$ cat config.mk
export PLATFORM = sky130hd
export DESIGN_NAME = spart_ctrl
export DESIGN_NICKNAME = d
export VERILOG_FILES = /design/src/rtl/spart_pkg.sv /design/src/rtl/spart_fifo.sv /design/src/rtl/spart_ctrl.sv
export SDC_FILE = /design/constraint.sdc
export NUM_CORES = 1
export LEC_CHECK = 0
export BUFFER_PORTS_ARGS = -buffer_cell sky130_fd_sc_hd__buf_2
export CAP_MARGIN = 20
export CORE_MARGIN = 2
export CORE_UTILIZATION = 35
export DETAILED_ROUTE_END_ITERATION = 16
export GPL_TIMING_DRIVEN = 0
export PLACE_DENSITY = 0.55
export SYNTH_ARGS = -nofsm -noshare
export SYNTH_HDL_FRONTEND = slang
export SYNTH_SLANG_ARGS = --single-unit
export TNS_END_PERCENT = 5
$ cat constraint.sdc
create_clock -name clk -period 2.4 [get_ports clk]
set_input_delay 0.12 -clock clk [delete_from_list [all_inputs] [get_ports clk]]
set_output_delay 0.12 -clock clk [all_outputs]
set_load 0.005 [all_outputs]
$ cat src/rtl/spart_pkg.sv
`default_nettype none
// -----------------------------------------------------------------------------
// spart_pkg : register map, FSM state types and reset divisor for spart_ctrl
// Revision  : 1.0
// -----------------------------------------------------------------------------
package spart_pkg;

  typedef enum logic [1:0] {
    ADDR_DATA    = 2'b00,
    ADDR_STATUS  = 2'b01,
    ADDR_DB_LOW  = 2'b10,
    ADDR_DB_HIGH = 2'b11
  } ioaddr_t;

  typedef enum logic {
    RX_IDLE = 1'b0,
    RX_CLR  = 1'b1
  } rx_state_t;

  typedef enum logic [1:0] {
    TX_IDLE = 2'b00,
    TX_LOAD = 2'b01,
    TX_BUSY = 2'b10
  } tx_state_t;

  // 50 MHz clock, 9600 baud
  localparam logic [15:0] DEFAULT_DIV = 16'h1458;

endpackage
`default_nettype wire

$ cat src/rtl/spart_fifo.sv
`default_nettype none
// -----------------------------------------------------------------------------
// spart_fifo : 8-bit circular byte queue with occupancy count
// Revision   : 1.0
// -----------------------------------------------------------------------------
module spart_fifo #(
  parameter int DEPTH = 8
) (
  input  logic       clk,
  input  logic       rst_n,
  input  logic       push,
  input  logic       pop,
  input  logic [7:0] din,
  output logic [7:0] dout,
  output logic [3:0] count,
  output logic       full,
  output logic       empty
);

  localparam int              c_aw   = (DEPTH > 1) ? $clog2(DEPTH) : 1;
  localparam logic [c_aw-1:0] c_last = c_aw'(DEPTH - 1);

  logic [7:0]      r_mem [DEPTH];
  logic [c_aw-1:0] r_wr_ptr;
  logic [c_aw-1:0] r_rd_ptr;
  logic [3:0]      r_count;
  logic            w_push;
  logic            w_pop;

  assign full  = (r_count == 4'(DEPTH));
  assign empty = (r_count == 4'd0);
  assign count = r_count;
  assign dout  = r_mem[r_rd_ptr];

  // a pop in the same cycle frees the slot a push into a full queue needs
  assign w_pop  = pop && !empty;
  assign w_push = push && (!full || w_pop);

  always_ff @(posedge clk) begin
    if (w_push) r_mem[r_wr_ptr] <= din;
  end

  always_ff @(posedge clk or negedge rst_n) begin
    if (!rst_n) begin
      r_wr_ptr <= '0;
      r_rd_ptr <= '0;
      r_count  <= 4'd0;
    end else begin
      if (w_push) r_wr_ptr <= (r_wr_ptr == c_last) ? '0 : r_wr_ptr + 1'b1;
      if (w_pop)  r_rd_ptr <= (r_rd_ptr == c_last) ? '0 : r_rd_ptr + 1'b1;
      case ({w_push, w_pop})
        2'b10:   r_count <= r_count + 4'd1;
        2'b01:   r_count <= r_count - 4'd1;
        default: r_count <= r_count;
      endcase
    end
  end

endmodule
`default_nettype wire

$ cat src/rtl/spart_ctrl.sv
`default_nettype none
// -----------------------------------------------------------------------------
// spart_ctrl : SPART bus-side controller - register decode, baud divisor,
//              RX drain and TX frame sequencing through two byte queues
// Revision   : 1.0
// -----------------------------------------------------------------------------
module spart_ctrl #(
  parameter int          DEPTH       = 8,
  parameter logic [15:0] DEFAULT_DIV = spart_pkg::DEFAULT_DIV
) (
  input  logic        clk,
  input  logic        rst_n,
  input  logic        iocs_n,
  input  logic        iorw_n,
  input  logic [1:0]  ioaddr,
  input  logic [7:0]  wdata,
  output logic [7:0]  rdata,
  input  logic        rx_rdy,
  input  logic [7:0]  rx_data,
  output logic        clr_rdy,
  output logic        trmt,
  output logic [7:0]  tx_data,
  input  logic        tx_done,
  output logic [15:0] baud_rate
);

  import spart_pkg::*;

  rx_state_t   r_rx_state;
  tx_state_t   r_tx_state;
  logic [15:0] r_baud;
  logic [7:0]  r_db_low;
  logic        r_clr_rdy;
  logic        r_trmt;
  logic [7:0]  r_tx_data;

  logic       w_rd_data, w_wr_data, w_wr_db_low, w_wr_db_high;
  logic       w_rx_push, w_rx_pop, w_rx_full, w_rx_empty;
  logic       w_tx_push, w_tx_pop, w_tx_full, w_tx_empty;
  logic [7:0] w_rx_head, w_tx_head;
  logic [3:0] w_rx_count, w_tx_count, w_tx_free;

  assign w_rd_data    = !iocs_n &&  iorw_n && (ioaddr == ADDR_DATA);
  assign w_wr_data    = !iocs_n && !iorw_n && (ioaddr == ADDR_DATA);
  assign w_wr_db_low  = !iocs_n && !iorw_n && (ioaddr == ADDR_DB_LOW);
  assign w_wr_db_high = !iocs_n && !iorw_n && (ioaddr == ADDR_DB_HIGH);

  assign w_rx_pop  = w_rd_data && !w_rx_empty;
  assign w_rx_push = (r_rx_state == RX_IDLE) && rx_rdy && (!w_rx_full || w_rx_pop);
  assign w_tx_pop  = (r_tx_state == TX_IDLE) && !w_tx_empty;
  assign w_tx_push = w_wr_data && (!w_tx_full || w_tx_pop);
  assign w_tx_free = 4'(DEPTH) - w_tx_count;

  spart_fifo #(.DEPTH(DEPTH)) u_rx_fifo (
    .clk(clk), .rst_n(rst_n), .push(w_rx_push), .pop(w_rx_pop), .din(rx_data),
    .dout(w_rx_head), .count(w_rx_count), .full(w_rx_full), .empty(w_rx_empty)
  );

  spart_fifo #(.DEPTH(DEPTH)) u_tx_fifo (
    .clk(clk), .rst_n(rst_n), .push(w_tx_push), .pop(w_tx_pop), .din(wdata),
    .dout(w_tx_head), .count(w_tx_count), .full(w_tx_full), .empty(w_tx_empty)
  );

  always_comb begin
    rdata = 8'h00;
    case (ioaddr)
      ADDR_DATA:    rdata = w_rx_empty ? 8'h00 : w_rx_head;
      ADDR_STATUS:  rdata = {w_tx_free, w_rx_count};
      ADDR_DB_LOW:  rdata = r_baud[7:0];
      ADDR_DB_HIGH: rdata = r_baud[15:8];
      default:      rdata = 8'h00;
    endcase
  end

  // low byte is staged so the divisor never holds a half-written value
  always_ff @(posedge clk or negedge rst_n) begin
    if (!rst_n) begin
      r_db_low <= 8'h00;
      r_baud   <= DEFAULT_DIV;
    end else begin
      if (w_wr_db_low)  r_db_low <= wdata;
      if (w_wr_db_high) r_baud   <= {wdata, r_db_low};
    end
  end

  always_ff @(posedge clk or negedge rst_n) begin
    if (!rst_n) begin
      r_rx_state <= RX_IDLE;
      r_clr_rdy  <= 1'b0;
    end else begin
      r_clr_rdy <= 1'b0;
      case (r_rx_state)
        RX_IDLE: if (w_rx_push) begin
          r_clr_rdy  <= 1'b1;
          r_rx_state <= RX_CLR;
        end
        RX_CLR:  r_rx_state <= RX_IDLE;
        default: r_rx_state <= RX_IDLE;
      endcase
    end
  end

  always_ff @(posedge clk or negedge rst_n) begin
    if (!rst_n) begin
      r_tx_state <= TX_IDLE;
      r_trmt     <= 1'b0;
      r_tx_data  <= 8'h00;
    end else begin
      r_trmt <= 1'b0;
      case (r_tx_state)
        TX_IDLE: if (w_tx_pop) begin
          r_tx_data  <= w_tx_head;
          r_trmt     <= 1'b1;
          r_tx_state <= TX_LOAD;
        end
        TX_LOAD: r_tx_state <= TX_BUSY;
        TX_BUSY: if (tx_done) r_tx_state <= TX_IDLE;
        default: r_tx_state <= TX_IDLE;
      endcase
    end
  end

  assign clr_rdy   = r_clr_rdy;
  assign trmt      = r_trmt;
  assign tx_data   = r_tx_data;
  assign baud_rate = r_baud;

endmodule
`default_nettype wire

* After elaboration in Yosys (flattened, before gate mapping)
Memory sizes are Yosys's and may differ from the RTL's. A register that Yosys moved wholly into a read port is not among the register bits.
Index checks and enable logic that the tools add are counted.
** Operators by class
- Add/sub/neg operators :: 9
- Equality and inequality tests :: 17
- Mux-type cells :: 20
- Bitwise gates (word level) :: 1
- Reductions and logical operators :: 34
** Operator list (number)
- 8-bit one-hot mux with 4 select lines :: 1
- 4-bit one-hot mux with 2 select lines :: 2
- 1-bit logical AND :: 15
- 3-bit by 1-bit adder with 3-bit output (second input constant) :: 4
- 3-bit equality test (second input constant) :: 4
- 3-bit 2-to-1 mux :: 4
- 2-bit equality test (second input constant) :: 5
- 4-bit by 1-bit adder with 4-bit output (second input constant) :: 2
- 2-bit by 1-bit equality test with 1-bit output (second input constant) :: 4
- 4-bit equality test (second input constant) :: 2
- 4-bit logical NOT :: 2
- 1-bit 2-to-1 mux :: 8
- 8-bit 2-to-1 mux :: 1
- 4-bit by 1-bit subtractor with 4-bit output (second input constant) :: 2
- 1-bit logical NOT :: 7
- 2-bit one-hot mux with 3 select lines :: 1
- 2-bit logical NOT :: 2
- 1-bit logical OR :: 4
- 2-bit 2-to-1 mux :: 2
- 2-bit AND reduction :: 2
- 2-bit nonzero test :: 2
- 4-bit subtractor (first input constant) :: 1
- 2-bit by 1-bit inequality test with 1-bit output (second input constant) :: 1
- 2-bit inequality test (second input constant) :: 1
- other kinds (2) :: 2
** Storage, ports and cells
- Bits in registers :: 49
- Bits in writable memories :: 128
- Input port bits :: 24
- Output and inout bits :: 34
- Logic and storage cells :: 95
- Memories kept :: 2
** Memories
- u_rx_fifo.r_mem :: depth 8, bits a word 8, read ports 1, clocked after memory_dff 0, write ports 1, RTL line spart_fifo.sv:23 : logic [7:0] r_mem [DEPTH];
- u_tx_fifo.r_mem :: depth 8, bits a word 8, read ports 1, clocked after memory_dff 1, write ports 1, RTL line spart_fifo.sv:23

* Depth between registers and ports, before layout
Gate-level depths: netlist of the first run.
- Depth after elaboration :: 9
- Mapped depth :: 12
- Mapped depth without buffers :: 11

* Modules after synthesis
Synthesis of the first run repeated with hierarchy kept, for this count alone.
** Second synthesis, totals
- Cells, all modules :: 444
- Area, all modules :: 8001.4 µm²
** Modules (own cells, without submodules)
- spart_fifo :: instances 2, cells an instance 162, area an instance 3173.0 µm², seq. area each 2172.1 µm²
- spart_ctrl :: instances 1, cells an instance 120, area an instance 1655.3 µm², seq. area each 907.1 µm²

* Worst setup path after synthesis of the first run
Ideal clock, no wire load.
- Path type :: reg2reg
- Start point :: reg u_tx_fifo.r_count[0] (netlist: u_tx_fifo.count[0])
- End point :: mem u_tx_fifo.r_mem[4][0] (enable)
- Data arrival time :: 2.133 ns
- Data required time :: 2.002 ns
- Slack :: -0.131 ns
- Stages on the path, launching flop included :: 7
- Buffers on the path :: 1
- Clock period less this slack :: 2.531 ns
- Cells stage by stage :: dfrtp_1 inv_1 ha_1 nand2b_1 o311ai_0 clkbuf_1 nor4b_1
** Between the ends
- Longest elaborated chain between the ends :: 8
- Elaborated cells between the ends (all ways) :: 12
- Those cells by class :: 1 x eq/ne; 2 x mux; 9 x reduce/logical
** Ends and longest elaborated chain
- start: declaration :: RTL line spart_fifo.sv:26 : logic [3:0] r_count;
- start signal: assignment :: RTL line spart_fifo.sv:52 : 2'b10: r_count <= r_count + 4'd1;
- start signal: assignment :: RTL line spart_fifo.sv:53 : 2'b01: r_count <= r_count - 4'd1;
- start signal: assignment :: RTL line spart_fifo.sv:54 : default: r_count <= r_count;
- 4-bit logical NOT :: RTL line spart_fifo.sv:31 : assign empty = (r_count == 4'd0);
- 1-bit logical NOT :: RTL line spart_fifo.sv:36, spart_ctrl.sv:50
- 1-bit logical AND :: RTL line spart_ctrl.sv:50 : assign w_tx_pop = (r_tx_state == TX_IDLE) && !w_tx_empty;
- 1-bit logical OR or 1-bit logical AND (tied branches) :: RTL line spart_ctrl.sv:51, spart_fifo.sv:36
- 1-bit logical AND or 1-bit logical OR (tied branches) :: RTL line spart_ctrl.sv:51, spart_fifo.sv:37
- 1-bit logical AND (*) :: RTL line spart_fifo.sv:37 : assign w_push = push && (!full || w_pop);
- 1-bit 2-to-1 mux (*) :: RTL line spart_fifo.sv:40 : if (w_push) r_mem[r_wr_ptr] <= din;
- 1-bit 2-to-1 mux (not written as such) (*) :: RTL line spart_fifo.sv:40
- end: declaration :: RTL line spart_fifo.sv:23
Mark *: on every way between the ends. The rest lies on a longest branch, timed or not.

* Worst setup path after layout of the first run
- Start point :: reg u_tx_fifo.r_count[0] (netlist: u_tx_fifo.count[0])
- End point :: reg u_tx_fifo.r_count[2] (netlist: u_tx_fifo.count[2])
** Between the ends
- Longest elaborated chain between the ends :: 8
- Elaborated cells between the ends (all ways) :: 16
- Those cells by class :: 2 x add/sub; 3 x eq/ne; 1 x mux; 10 x reduce/logical
** Ends and longest elaborated chain
- 4-bit logical NOT (*) :: RTL line spart_fifo.sv:31
- 1-bit logical NOT (*) :: RTL line spart_fifo.sv:36, spart_ctrl.sv:50
- 1-bit logical AND :: RTL line spart_ctrl.sv:50
- 1-bit logical AND (*) :: RTL line spart_fifo.sv:36 : assign w_pop = pop && !empty;
- named net u_tx_fifo.w_pop :: RTL line spart_fifo.sv:28 : logic w_pop;
- 1-bit logical OR :: RTL line spart_fifo.sv:37
- 1-bit logical AND :: RTL line spart_fifo.sv:37
- 2-bit by 1-bit equality test with 1-bit output or 2-bit equality test (tied branches) :: RTL line spart_fifo.sv:51 : case ({w_push, w_pop})
- 4-bit one-hot mux with 2 select lines or 2-bit nonzero test (tied branches)
Mark *: on every way through the listed nets, which the timed path passes. The rest lies on a longest branch.
A chain may end at the register's enable or synchronous reset.

==> flow_summary.rst, run 1 <==
.. list-table::
   :header-rows: 1

   * - Metric
     - Value
   * - Run status
     - completed
   * - Critical Path Source
     - u_tx_fifo.count[0]
   * - H-tree lvl count
     - 4
   * - Cell mode on critical path
     - sky130_fd_sc_hd__xor2_1
   * - Yosys warns
     - 0
   * - Slowest stage delay, CP
     - 460 ps
   * - Final hold violation count
     - 0
   * - Unique masters post-synth
     - 41
   * - Reg-to-reg startpoint
     - u_tx_fifo.count[0]
   * - Setup repair after global routing missed its margin
     - yes
   * - Final Slew Violations
     - 0
   * - Classification of the worst setup path
     - reg -> reg
   * - Most common cell after layout, fill and taps aside
     - sky130_fd_sc_hd__edfxtp_1
   * - Detailed-router iteration count before antenna repair
     - 4
   * - Main combinational cell family by area after synthesis
     - multiplexers
   * - Total nets after synthesis
     - 471
   * - Highest clock rate
     - 0.418 GHz
   * - Share of the synthesized area in compound gates (AO/OA/AOI/OAI)
     - 3.51%
   * - Worst Setup End Kind
     - register
   * - Overall die width
     - 152 µm
   * - Worst clock skew on the final layout
     - 11.4 ps
   * - Overflow left after global routing
     - 0
   * - Area of all placed cells without fillers
     - 9350 µm²
   * - Wire length of the first global-routing pass
     - 25200 µm
   * - Fill cell count
     - 1957
   * - Worst path cell trace
     - inv_1, ha_2, nand2b_4, o21a_1, buf_6, ha_2, xor2_1, ha_1, a21oi_1, xor2_1, nor2_1, xor2_1
   * - Cell Count Post-Placement
     - 779
   * - Max Cap Violations
     - 0
   * - Area delta synth->final
     - 22.5%
   * - Clock Latency Late Sink
     - 430 ps
   * - CP Data Arrival Time
     - 2700 ps
   * - Count of input and output buffers
     - 57
   * - Crit path max-delay cell type
     - sky130_fd_sc_hd__dfrtp_2
   * - Clock edge transition at the registers on the reported setup and hold paths
     - 70 ps
   * - Crit-path max FO
     - 12
   * - Num rows
     - 54
   * - Startpoint of the most critical hold path
     - wdata[1]
   * - Total leakage power
     - 3.41 nW
   * - Initial core utilization
     - 35.3%
   * - Post-detailed-route wirelength per cell
     - 19.1 µm
   * - Average footprint of a synthesized cell
     - 17.7 µm²
   * - Placement-stage cell area
     - 8400 µm²
   * - Post-synthesis instance area
     - 7640 µm²
   * - Pin count of the biggest net entering global routing
     - 40
   * - Number of buffers on the longest clock path
     - 2
   * - Slew at the pin closest to its max-slew limit
     - 923 ps
   * - Die height
     - 152 µm
   * - Synthesis-stage register bit count
     - 184
   * - Root buf cell
     - sky130_fd_sc_hd__clkbuf_16
   * - CTS tree
     - yes
   * - Final HPWL DP
     - 11100 µm
   * - Residual DRC count
     - 0
   * - Post-synthesis share of cell area spent on full adders, half adders and majority gates
     - 2.46%
   * - Sequential share of the synthesized area
     - 68.8%
   * - Post-layout instance count excluding filler cells
     - 829
   * - Final setup violation count
     - 0
   * - DR iter-0 viols
     - 149
   * - Share of the clock period used by the worst path
     - 99.7%
   * - Synth Area in Simple Gates
     - 4.59%
   * - Worst vdd rail ir drop
     - 652 µV
   * - Accumulated negative setup slack
     - 0 ps
   * - Startpoint type of the worst setup path
     - register
   * - Cell count after synthesis
     - 432
   * - Number of global-route vias before repair
     - 4407
   * - Die ar.
     - 23000 µm²
   * - Commonest cells after routing, fill and taps aside
     - 128 x sky130_fd_sc_hd__edfxtp_1, 61 x sky130_fd_sc_hd__buf_2, 46 x sky130_fd_sc_hd__dfrtp_1, 40 x sky130_fd_sc_hd__mux2_2, 32 x sky130_fd_sc_hd__mux4_2
   * - Via-to-Cell Ratio
     - 5.00
   * - Layout cells sized above 1
     - 41.5%
   * - Mux share of post-synthesis cell area
     - 17.9%
   * - Count of vias placed by the detailed router
     - 4147
   * - Total track usage
     - 15.0%
   * - Total inserted antenna cells
     - 0
   * - Worst Hold Class
     - in -> reg
   * - PnR Total Power
     - 10.5 mW
   * - Number of buffers added by the clock tree synthesis step
     - 17
   * - Synthesized-area fraction occupied by xor and xnor cells
     - 1.26%
   * - Total power density per cell area
     - 1120 nW/µm²
   * - Worst slew slack as a fraction of its limit
     - 38.3%
   * - Net count of the finished layout
     - 575
   * - Placeable core region
     - 21600 µm²
   * - Minimum period implied by the final worst setup slack
     - 2390 ps
   * - Antenna violations before repair
     - 0
   * - Clock net sink count
     - 184
   * - Endpoint required time on the critical path
     - 2710 ps
   * - Total wire length after detailed routing
     - 15900 µm
   * - Count of pins on the block boundary
     - 58
   * - Final GP Congestion
     - 0.763
   * - Antenna Violating Nets Remaining
     - 0
==> synthesized netlist by cell type <==
cell	n	area, µm²
sky130_fd_sc_hd__mux2_2	40	450
sky130_fd_sc_hd__o21a_1	2	15.0
sky130_fd_sc_hd__nor3b_1	2	15.0
sky130_fd_sc_hd__a22oi_1	7	52.6
sky130_fd_sc_hd__or2_2	2	12.5
sky130_fd_sc_hd__inv_2	1	3.75
sky130_fd_sc_hd__buf_2	6	30.0
sky130_fd_sc_hd__mux2_1	2	22.5
sky130_fd_sc_hd__a211o_1	1	8.76
sky130_fd_sc_hd__dfrtp_1	51	1280
sky130_fd_sc_hd__nand3_1	1	5.00
sky130_fd_sc_hd__inv_1	7	26.3
sky130_fd_sc_hd__nor4b_1	3	26.3
sky130_fd_sc_hd__nor3_1	10	50.1
sky130_fd_sc_hd__nand2b_1	5	31.3
sky130_fd_sc_hd__xnor2_1	5	43.8
sky130_fd_sc_hd__nor4b_2	1	15.0
sky130_fd_sc_hd__a21oi_1	11	55.1
sky130_fd_sc_hd__and3_1	1	6.26
sky130_fd_sc_hd__mux4_2	32	721
sky130_fd_sc_hd__ha_1	15	188
sky130_fd_sc_hd__clkbuf_1	12	45.0
sky130_fd_sc_hd__dfstp_2	5	131
sky130_fd_sc_hd__nand3b_1	3	22.5
sky130_fd_sc_hd__a32oi_1	1	8.76
sky130_fd_sc_hd__or4b_1	1	10.0
sky130_fd_sc_hd__nor4_1	4	25.0
sky130_fd_sc_hd__nor2b_1	2	12.5
sky130_fd_sc_hd__nor3b_2	2	25.0
sky130_fd_sc_hd__a2111oi_0	1	8.76
sky130_fd_sc_hd__a21o_1	1	7.51
sky130_fd_sc_hd__a311oi_4	1	26.3
sky130_fd_sc_hd__buf_1	4	15.0
sky130_fd_sc_hd__o21ai_0	12	60.1
sky130_fd_sc_hd__mux2i_1	17	170
sky130_fd_sc_hd__o41ai_2	1	16.3
sky130_fd_sc_hd__edfxtp_1	128	3840
sky130_fd_sc_hd__nor2_1	19	71.3
sky130_fd_sc_hd__xor2_1	6	52.6
sky130_fd_sc_hd__o311ai_0	1	8.76
sky130_fd_sc_hd__nand2_1	6	22.5
==> layout make-up <==
type / instances / area [µm²] / area share, %
clock buffer: 17 / 425 / 4.55
tap: 280 / 350 / 3.75
timing repair buffer: 88 / 556 / 5.94
sequential: 184 / 5260 / 56.2
clock inverter: 15 / 181 / 1.94
multi-input combinational: 218 / 2430 / 26.0
inverter: 8 / 30.0 / 0.321
buffer: 19 / 124 / 1.32
==> repair_timing <==
action                                  in CTS  in global routing
hold endpoints to repair                    86                  0
hold buffers                                11                  0
setup buffers                                8                  2
endpoints found under the setup margin     128                 88
pin swaps                                    2                  1
gates resized for setup                     28                 19
==> worst max-delay path: cells and delay by family, from the launching register on <==
family / cells / cell delay [ps]
compound gates: 2 / 370
flops: 1 / 460
buf+inv: 2 / 250
fa+ha+maj: 3 / 610
simple gates: 2 / 140
xor+xnor: 3 / 450
==> sequential cells by signal (all words and copies together), names as in the netlist <==
register,flops
baud_rate,16
clr_rdy,1
r_db_low,8
r_tx_state,2
trmt,1
tx_data,8
u_rx_fifo.count,4
u_rx_fifo.r_mem,64
u_rx_fifo.r_rd_ptr,3
u_rx_fifo.r_wr_ptr,3
u_tx_fifo.count,4
u_tx_fifo.r_mem,64
u_tx_fifo.r_rd_ptr,3
u_tx_fifo.r_wr_ptr,3
==> cell families after synthesis <==
kind of cell	after synthesis
buf+inv	30
flops	184
xor+xnor	11
mux	91
compound gates	39
fa+ha+maj	15
simple gates	62
==> power by group <==
| part | internal, mW | switching [mW] | leakage [nW] | total [mW] |
|---|---|---|---|---|
| clock | 1.41 | 1.35 | 0.295 | 2.75 |
| sequential | 3.96 | 0.468 | 1.81 | 4.42 |
| combinational | 1.65 | 1.62 | 1.30 | 3.28 |
==> routing by layer <==
layer	routed length, µm	up-vias	global-route usage (%)
li1	-	1906	-
met1	7100	2152	19.8
met2	7980	74	24.7
met3	591	15	3.59
met4	194	0	4.44
met5	0	-	0
==> path summary, 6_finish.rpt <==
| kind | to | slack, ps | depth (start not counted) |
|---|---|---|---|
| worst max register to register | u_tx_fifo.count[2] | 7 | 12 |
| worst min-delay path | u_tx_fifo.r_mem[0][1] | 20 | 1 |
| min in group asynchronous | tx_data[3] | 160 | 2 |
| worst min register to register | r_tx_state[1] | 480 | 1 |
| max in group asynchronous | baud_rate[6] | 1610 | 3 |
| worst max-delay path | u_tx_fifo.count[2] | 7 | 12 |
==> through the flow <==
stage / util [%] / setup slack [ps] / hold slack [ps]
floorplan: - / -128 / -176
global placement: 38.3 / -1080 / 382
detailed placement: 38.8 / -541 / 85.7
CTS: 42.9 / -109 / 2.75
global route: 43.3 / -81.3 / 22.7
finish: 43.3 / 6.78 / 16.4
(Power assumes the default switching activity.)
==> run 2, diff against run 1 <==
--- a/config.mk
+++ b/config.mk
@@ -5,13 +5,13 @@
 export SDC_FILE = /design/constraint.sdc
 export NUM_CORES = 1
 export LEC_CHECK = 0
-export BUFFER_PORTS_ARGS = -buffer_cell sky130_fd_sc_hd__buf_2
 export CAP_MARGIN = 20
 export CORE_MARGIN = 2
 export CORE_UTILIZATION = 35
 export DETAILED_ROUTE_END_ITERATION = 16
+export DONT_BUFFER_PORTS = 1
 export GPL_TIMING_DRIVEN = 0
-export PLACE_DENSITY = 0.55
+export PLACE_DENSITY = 0.53
 export SYNTH_ARGS = -nofsm -noshare
 export SYNTH_HDL_FRONTEND = slang
 export SYNTH_SLANG_ARGS = --single-unit
==> run 2 against run 1 <==
- final cell count shrank 5.9%
- clock-buffer cell count grew 2
- flip-flop and latch count stayed put
- via count is 4.7% lower
- die area unchanged
- largest cell class unchanged
- register-to-register slack improved by 60 ps
- sequential power about the same
- clock skew grew 1.9 ps
- fmax increased by 2.8%
- hold slack improved by 190 ps
- setup slack gained 65 ps
- non-clock buffer count decreased by 49
==> flow_summary.rst, run 2 (synthesized netlist as in run 1, its figures left out) <==
.. list-table::
   :header-rows: 1

   * - Metric
     - Value
   * - Total power density per cell area
     - 1110 nW/µm²
   * - Area of all placed cells without fillers
     - 9140 µm²
   * - DR iter-0 viols
     - 231
   * - Clock edge transition at the registers on the reported setup and hold paths
     - 70 ps
   * - Root buf cell
     - sky130_fd_sc_hd__clkbuf_16
   * - CP Data Arrival Time
     - 2370 ps
   * - Met2 layer wire length in the routed design
     - 8140 µm
   * - Endpoint required time on the critical path
     - 2440 ps
   * - Antenna Violating Nets Remaining
     - 0
   * - Pin count of the biggest net entering global routing
     - 57
   * - Total inserted antenna cells
     - 0
   * - Commonest cells after routing, fill and taps aside
     - 128 x sky130_fd_sc_hd__edfxtp_1, 48 x sky130_fd_sc_hd__dfrtp_1, 40 x sky130_fd_sc_hd__mux2_2, 32 x sky130_fd_sc_hd__mux4_2, 21 x sky130_fd_sc_hd__buf_4
   * - Die ar.
     - 23000 µm²
   * - Total track usage
     - 14.7%
   * - CTS tree
     - yes
   * - Startpoint type of the worst setup path
     - register
   * - Number of buffers on the longest clock path
     - 2
   * - Final setup violation count
     - 0
   * - Die height
     - 152 µm
   * - Number of buffers added by the clock tree synthesis step
     - 17
   * - Final Slew Violations
     - 0
   * - Area delta synth->final
     - 19.7%
   * - Wire length of the first global-routing pass
     - 24700 µm
   * - PnR Total Power
     - 10.1 mW
   * - Total leakage power
     - 3.20 nW
   * - Core occupancy in the finished layout
     - 42.3%
   * - Final HPWL DP
     - 11100 µm
   * - Number of global-route vias before repair
     - 4167
   * - Worst slew slack as a fraction of its limit
     - 36.3%
   * - Final critical-path setup slack
     - 71.6 ps
   * - H-tree lvl count
     - 4
   * - Overall die width
     - 152 µm
   * - Setup repair after global routing missed its margin
     - yes
   * - Cells on worst reg2reg path
     - 4
   * - Worst Setup End Kind
     - register
   * - DRT met1 WL
     - 6940 µm
   * - Run status
     - completed
   * - Routed met3 length
     - 674 µm
   * - Most common cell after layout, fill and taps aside
     - sky130_fd_sc_hd__edfxtp_1
   * - Share of the clock period used by the worst path
     - 97.0%
   * - Final GP Congestion
     - 0.757
   * - Layout cells sized above 1
     - 33.8%
   * - Overflow left after global routing
     - 0
   * - Placement-stage cell area
     - 8100 µm²
   * - Count of input and output buffers
     - 0
   * - Num rows
     - 54
   * - Residual DRC count
     - 0
   * - Highest clock rate
     - 0.429 GHz
   * - Worst setup timing slack at the placement stage
     - -661 ps
   * - Slew at the pin closest to its max-slew limit
     - 950 ps
   * - Total wire length after detailed routing
     - 15900 µm
   * - Via-to-Cell Ratio
     - 5.07
   * - Post-layout instance count excluding filler cells
     - 780
   * - Crit-path max FO
     - 8
   * - Placeable core region
     - 21600 µm²
   * - Minimum period implied by the final worst setup slack
     - 2330 ps
   * - Net count of the finished layout
     - 526
   * - Max Cap Violations
     - 0
   * - Post-detailed-route wirelength per cell
     - 20.4 µm
   * - Clock net sink count
     - 184
   * - Worst Hold Class
     - in -> async
   * - Final hold violation count
     - 0
   * - Worst vdd rail ir drop
     - 518 µV
   * - Worst clock skew on the final layout
     - 13.3 ps
   * - Clock Latency Late Sink
     - 420 ps
   * - Top layer in use
     - met4
   * - Detailed-router iteration count before antenna repair
     - 6
   * - Count of pins on the block boundary
     - 58
   * - Cell Count Post-Placement
     - 720
   * - Count of vias placed by the detailed router
     - 3952
   * - Initial core utilization
     - 35.3%
   * - Classification of the worst setup path
     - reg -> reg
   * - Antenna violations before repair
     - 0
==> run 2: stage by stage <==
| stage | setup TNS (ps) | hold WS, ps |
|---|---|---|
| final | 0 | 202 |
| after global routing | -803 | 221 |
| after CTS | -188 | 86.8 |
| after detailed placement | -21850 | -174 |
| after global placement | -74710 | -174 |
| after floorplan | -2180 | -176 |
==> run 2: what timing repair did <==
| item | 4_1_cts | 5_1_grt |
|---|---|---|
| endpoints found under the setup margin | 128 | 62 |
| endpoints found under the hold margin | 204 | 0 |
| hold buffers | 21 | 0 |
| buffers inserted | 5 | 5 |
| pin swaps | 2 | 5 |
| resized for setup | 30 | 16 |
==> run 2: routing by layer <==
metal  global-route usage [%]  vias up
met5                        0        -
li1                         -     1798
met1                     18.5     2076
met4                     4.03        0
met3                     4.25       13
met2                     25.0       65
==> run 2: worst paths after layout <==
path                                         start                    end  slack [ps]
worst max-delay path            u_rx_fifo.count[2]  u_rx_fifo.r_mem[1][0]          70
worst min-delay path                         rst_n             tx_data[1]         200
worst max register to register  u_rx_fifo.count[2]  u_rx_fifo.r_mem[1][0]          70
worst min register to register       r_tx_state[0]          r_tx_state[1]         480
max in group asynchronous                    rst_n           baud_rate[3]        1850
min in group clk                         ioaddr[0]                clr_rdy         230
==> run 2: where the power goes <==
part	leakage (nW)	total (mW)	switching (mW)	internal [mW]
Sequential	1.81	4.45	0.491	3.96
Combinational	1.12	3.02	1.53	1.49
Clock	0.276	2.68	1.28	1.40
Total	3.20	10.1	3.30	6.85
==> run 2: critical path, cell delays in order (launching register included) <==
cell and delay [ps]:
sky130_fd_sc_hd__dfrtp_1 530, sky130_fd_sc_hd__nor3_2 110, sky130_fd_sc_hd__a311oi_4 340, sky130_fd_sc_hd__nand2_1 210
sky130_fd_sc_hd__nor3_2 760
==> run 2: final cells by class <==
class	count	area [µm²]
clock inverter	13	133
sequential	184	5260
clock buffer	19	443
fill	1951	12500
buffer	19	104
timing repair buffer	39	363
multi-input combinational	218	2470
tap	280	350
inverter	8	30.0
==> run 3, diff against run 2 <==
--- a/config.mk
+++ b/config.mk
@@ -12,6 +12,7 @@
 export DONT_BUFFER_PORTS = 1
 export GPL_TIMING_DRIVEN = 0
 export PLACE_DENSITY = 0.53
+export SETUP_SLACK_MARGIN = 0.4
 export SYNTH_ARGS = -nofsm -noshare
 export SYNTH_HDL_FRONTEND = slang
 export SYNTH_SLANG_ARGS = --single-unit
==> run 3 against run 2 <==
- via count increased by 4.5%
- flip-flop and latch count did not move
- sequential share of layout area shrank 2.3 points
- global-route usage rose by 0.54 points
- critical endpoint is now u_rx_fifo.count[3]
- largest cell class unchanged
==> flow_summary.rst, run 3 (synthesized netlist as in run 1, its figures left out) <==
.. list-table::
   :header-rows: 1

   * - Metric
     - Value
   * - Worst min-delay path endpoint
     - clr_rdy
   * - Residual DRC count
     - 0
   * - Number of global-route vias before repair
     - 4201
   * - Seq pwr share
     - 40.8%
   * - Final critical-path setup slack
     - 160 ps
   * - Final setup violation count
     - 0
   * - Clock Latency Late Sink
     - 440 ps
   * - Reg-to-reg startpoint
     - u_rx_fifo.count[0]
   * - Die height
     - 152 µm
   * - Worst vdd rail ir drop
     - 596 µV
   * - Classification of the worst setup path
     - reg -> reg
   * - Final Slew Violations
     - 0
   * - Total inserted antenna cells
     - 0
   * - Switching power
     - 3.54 mW
   * - Pin count of the biggest net entering global routing
     - 57
   * - Crit path max-delay cell type
     - sky130_fd_sc_hd__dfrtp_1
   * - Worst slew slack as a fraction of its limit
     - 42.6%
   * - Total track usage
     - 15.3%
   * - Initial core utilization
     - 35.3%
   * - Overall die width
     - 152 µm
   * - Commonest cells after routing, fill and taps aside
     - 128 x sky130_fd_sc_hd__edfxtp_1, 48 x sky130_fd_sc_hd__dfrtp_1, 45 x sky130_fd_sc_hd__buf_4, 40 x sky130_fd_sc_hd__mux2_2, 32 x sky130_fd_sc_hd__mux4_2
   * - Antenna Violating Nets Remaining
     - 0
   * - Overflow left after global routing
     - 0
   * - Wire length of the first global-routing pass
     - 25300 µm
   * - Final hold violation count
     - 0
   * - Total leakage power
     - 3.37 nW
   * - Final GP Congestion
     - 0.781
   * - Count of pins on the block boundary
     - 58
   * - Area of all sequential standard cells
     - 5260 µm²
   * - Setup repair after global routing missed its margin
     - yes
   * - Max Cap Violations
     - 0
   * - Fill cell count
     - 1907
   * - CTS tree
     - yes
   * - Worst-case register-to-register setup slack
     - 160 ps
   * - Area of the multi-input gates
     - 2580 µm²
   * - Startpoint type of the worst setup path
     - register
   * - Minimum period implied by the final worst setup slack
     - 2240 ps
   * - Total power density per cell area
     - 1140 nW/µm²
   * - Gr busiest metal
     - met2
   * - Combinational share of power
     - 35.4%
   * - Worst setup timing slack at the placement stage
     - -275 ps
   * - Clock edge transition at the registers on the reported setup and hold paths
     - 70 ps
   * - Crit-path max FO
     - 6
   * - Clock net sink count
     - 184
   * - Num rows
     - 54
   * - Area delta synth->final
     - 24.8%
   * - GR Layer Usage met2
     - 24.4%
   * - DR iter-0 viols
     - 157
   * - Count of input and output buffers
     - 0
   * - Highest clock rate
     - 0.446 GHz
   * - Worst Setup End Kind
     - register
   * - Reg2reg end
     - u_rx_fifo.count[3]
   * - Run status
     - completed
   * - PnR Total Power
     - 10.8 mW
   * - Slew at the pin closest to its max-slew limit
     - 857 ps
   * - Worst clock skew on the final layout
     - 16.0 ps
   * - Count of vias placed by the detailed router
     - 4130
   * - Final HPWL DP
     - 11000 µm
   * - Detailed-router iteration count before antenna repair
     - 4
   * - Net count of the finished layout
     - 555
   * - Number of instances on the worst hold path
     - 3
   * - Total wire length after detailed routing
     - 16600 µm
   * - Layout cells sized above 1
     - 40.3%
   * - Share of the clock period used by the worst path
     - 93.3%
   * - Most common cell after layout, fill and taps aside
     - sky130_fd_sc_hd__edfxtp_1
   * - Placeable core region
     - 21600 µm²
   * - GR Util met3
     - 4.82%
   * - Antenna violations before repair
     - 2
   * - Number of buffers added by the clock tree synthesis step
     - 17
   * - Net Sw Frac
     - 32.7%
   * - Die ar.
     - 23000 µm²
   * - H-tree lvl count
     - 4
   * - Startpoint of the most critical hold path
     - ioaddr[0]
   * - Cells on worst reg2reg path
     - 9
   * - Internal power
     - 7.29 mW
   * - Worst Hold Class
     - in -> reg
   * - Post-detailed-route wirelength per cell
     - 20.5 µm
   * - Number of buffers on the longest clock path
     - 2
   * - Clock share of power
     - 23.8%
   * - Endpoint required time on the critical path
     - 2710 ps
   * - Routing usage on met1
     - 20.1%
   * - CP Data Arrival Time
     - 2550 ps
   * - Worst path cell trace
     - buf_6, nor3_4, a311oi_4, inv_4, ha_4, nand3b_1, a2111oi_1, nor3_1, xnor2_1
   * - Slowest stage delay, CP
     - 380 ps
   * - Root buf cell
     - sky130_fd_sc_hd__clkbuf_16
   * - Via-to-Cell Ratio
     - 5.11
run 3: cell types whose count changed in the layout (fill, tap and decap cells not counted), sizes merged:
| cell | delta |
|---|---|
| buf | +27 |
| clkbuf | +3 |
| dlygate4sd3 | -1 |
run 3: per-stage QoR:
stage / setup TNS, ps / instances / hold slack [ps] / util, % / area (µm²)
floorplan: 0 / 432 / -176 / - / 7690
global placement: -38710 / 712 / -174 / 37.2 / 8040
detailed placement: -8620 / 719 / -173 / 37.5 / 8120
CTS: 0 / 796 / 86.3 / 43.4 / 9370
global route: 0 / 809 / 113 / 44.1 / 9530
finish: 0 / 809 / 115 / 44.1 / 9530
run 3: what timing repair did:
item	4_1_cts	5_1_grt
pin swaps	7	11
buffers inserted	25	13
endpoints found under the hold margin	202	0
cloned	0	0
hold buffers	20	0
setup endpoints to repair	152	145
gates resized for setup	70	12
run 3: layout make-up:
| cell class | instances | share of cell area [%] |
|---|---|---|
| clock buffers | 19 | 4.54 |
| well taps | 280 | 3.68 |
| flip-flops and latches | 184 | 55.2 |
| inverters | 8 | 0.341 |
| clock inverters | 13 | 1.21 |
| multi-input cells | 218 | 27.0 |
| repair buffers | 65 | 6.00 |
| plain buffers | 22 | 2.04 |
run 3: how the worst max path moves through the flow:
stage,to,startpoint,cells after the start
final,u_rx_fifo.count[3],u_rx_fifo.count[0],9
after global routing,u_rx_fifo.count[2],u_rx_fifo.count[0],11
after floorplan,u_tx_fifo.count[2],u_tx_fifo.count[0],12
after detailed placement,u_tx_fifo.count[2],u_tx_fifo.count[0],12
after CTS,u_rx_fifo.count[2],u_rx_fifo.count[0],11
after global placement,u_tx_fifo.r_mem[6][1],u_tx_fifo.count[0],6
run 3: power groups by stage:
stage | Clock, mW | Sequential [mW] | Combinational [mW]
after floorplan | 0 | 4.32 | 2.17
after global placement | 0 | 4.43 | 2.77
after detailed placement | 0 | 4.47 | 2.88
after CTS | 2.66 | 4.42 | 3.69
after global routing | 2.79 | 4.49 | 4.17
final | 2.58 | 4.42 | 3.84
run 3: per-layer routing:
metal | wire (µm) | up-vias | part of all wire [%]
li1 | - | 1858 | -
met1 | 7400 | 2167 | 45
met2 | 8160 | 83 | 49
met3 | 807 | 18 | 4.9
met4 | 221 | 4 | 1.3
met5 | 27 | - | 0.16
run 3: worst max-delay path, delay by kind of cell (launching register included):
family                     cells  cell delay, ps
adders and majority gates      1             210
buffers and inverters          2             280
xor gates and xnor gates       1             150
DFF                            1             380
AOI/OAI and AO/OA              2             740
and+or+nand+nor                3             360
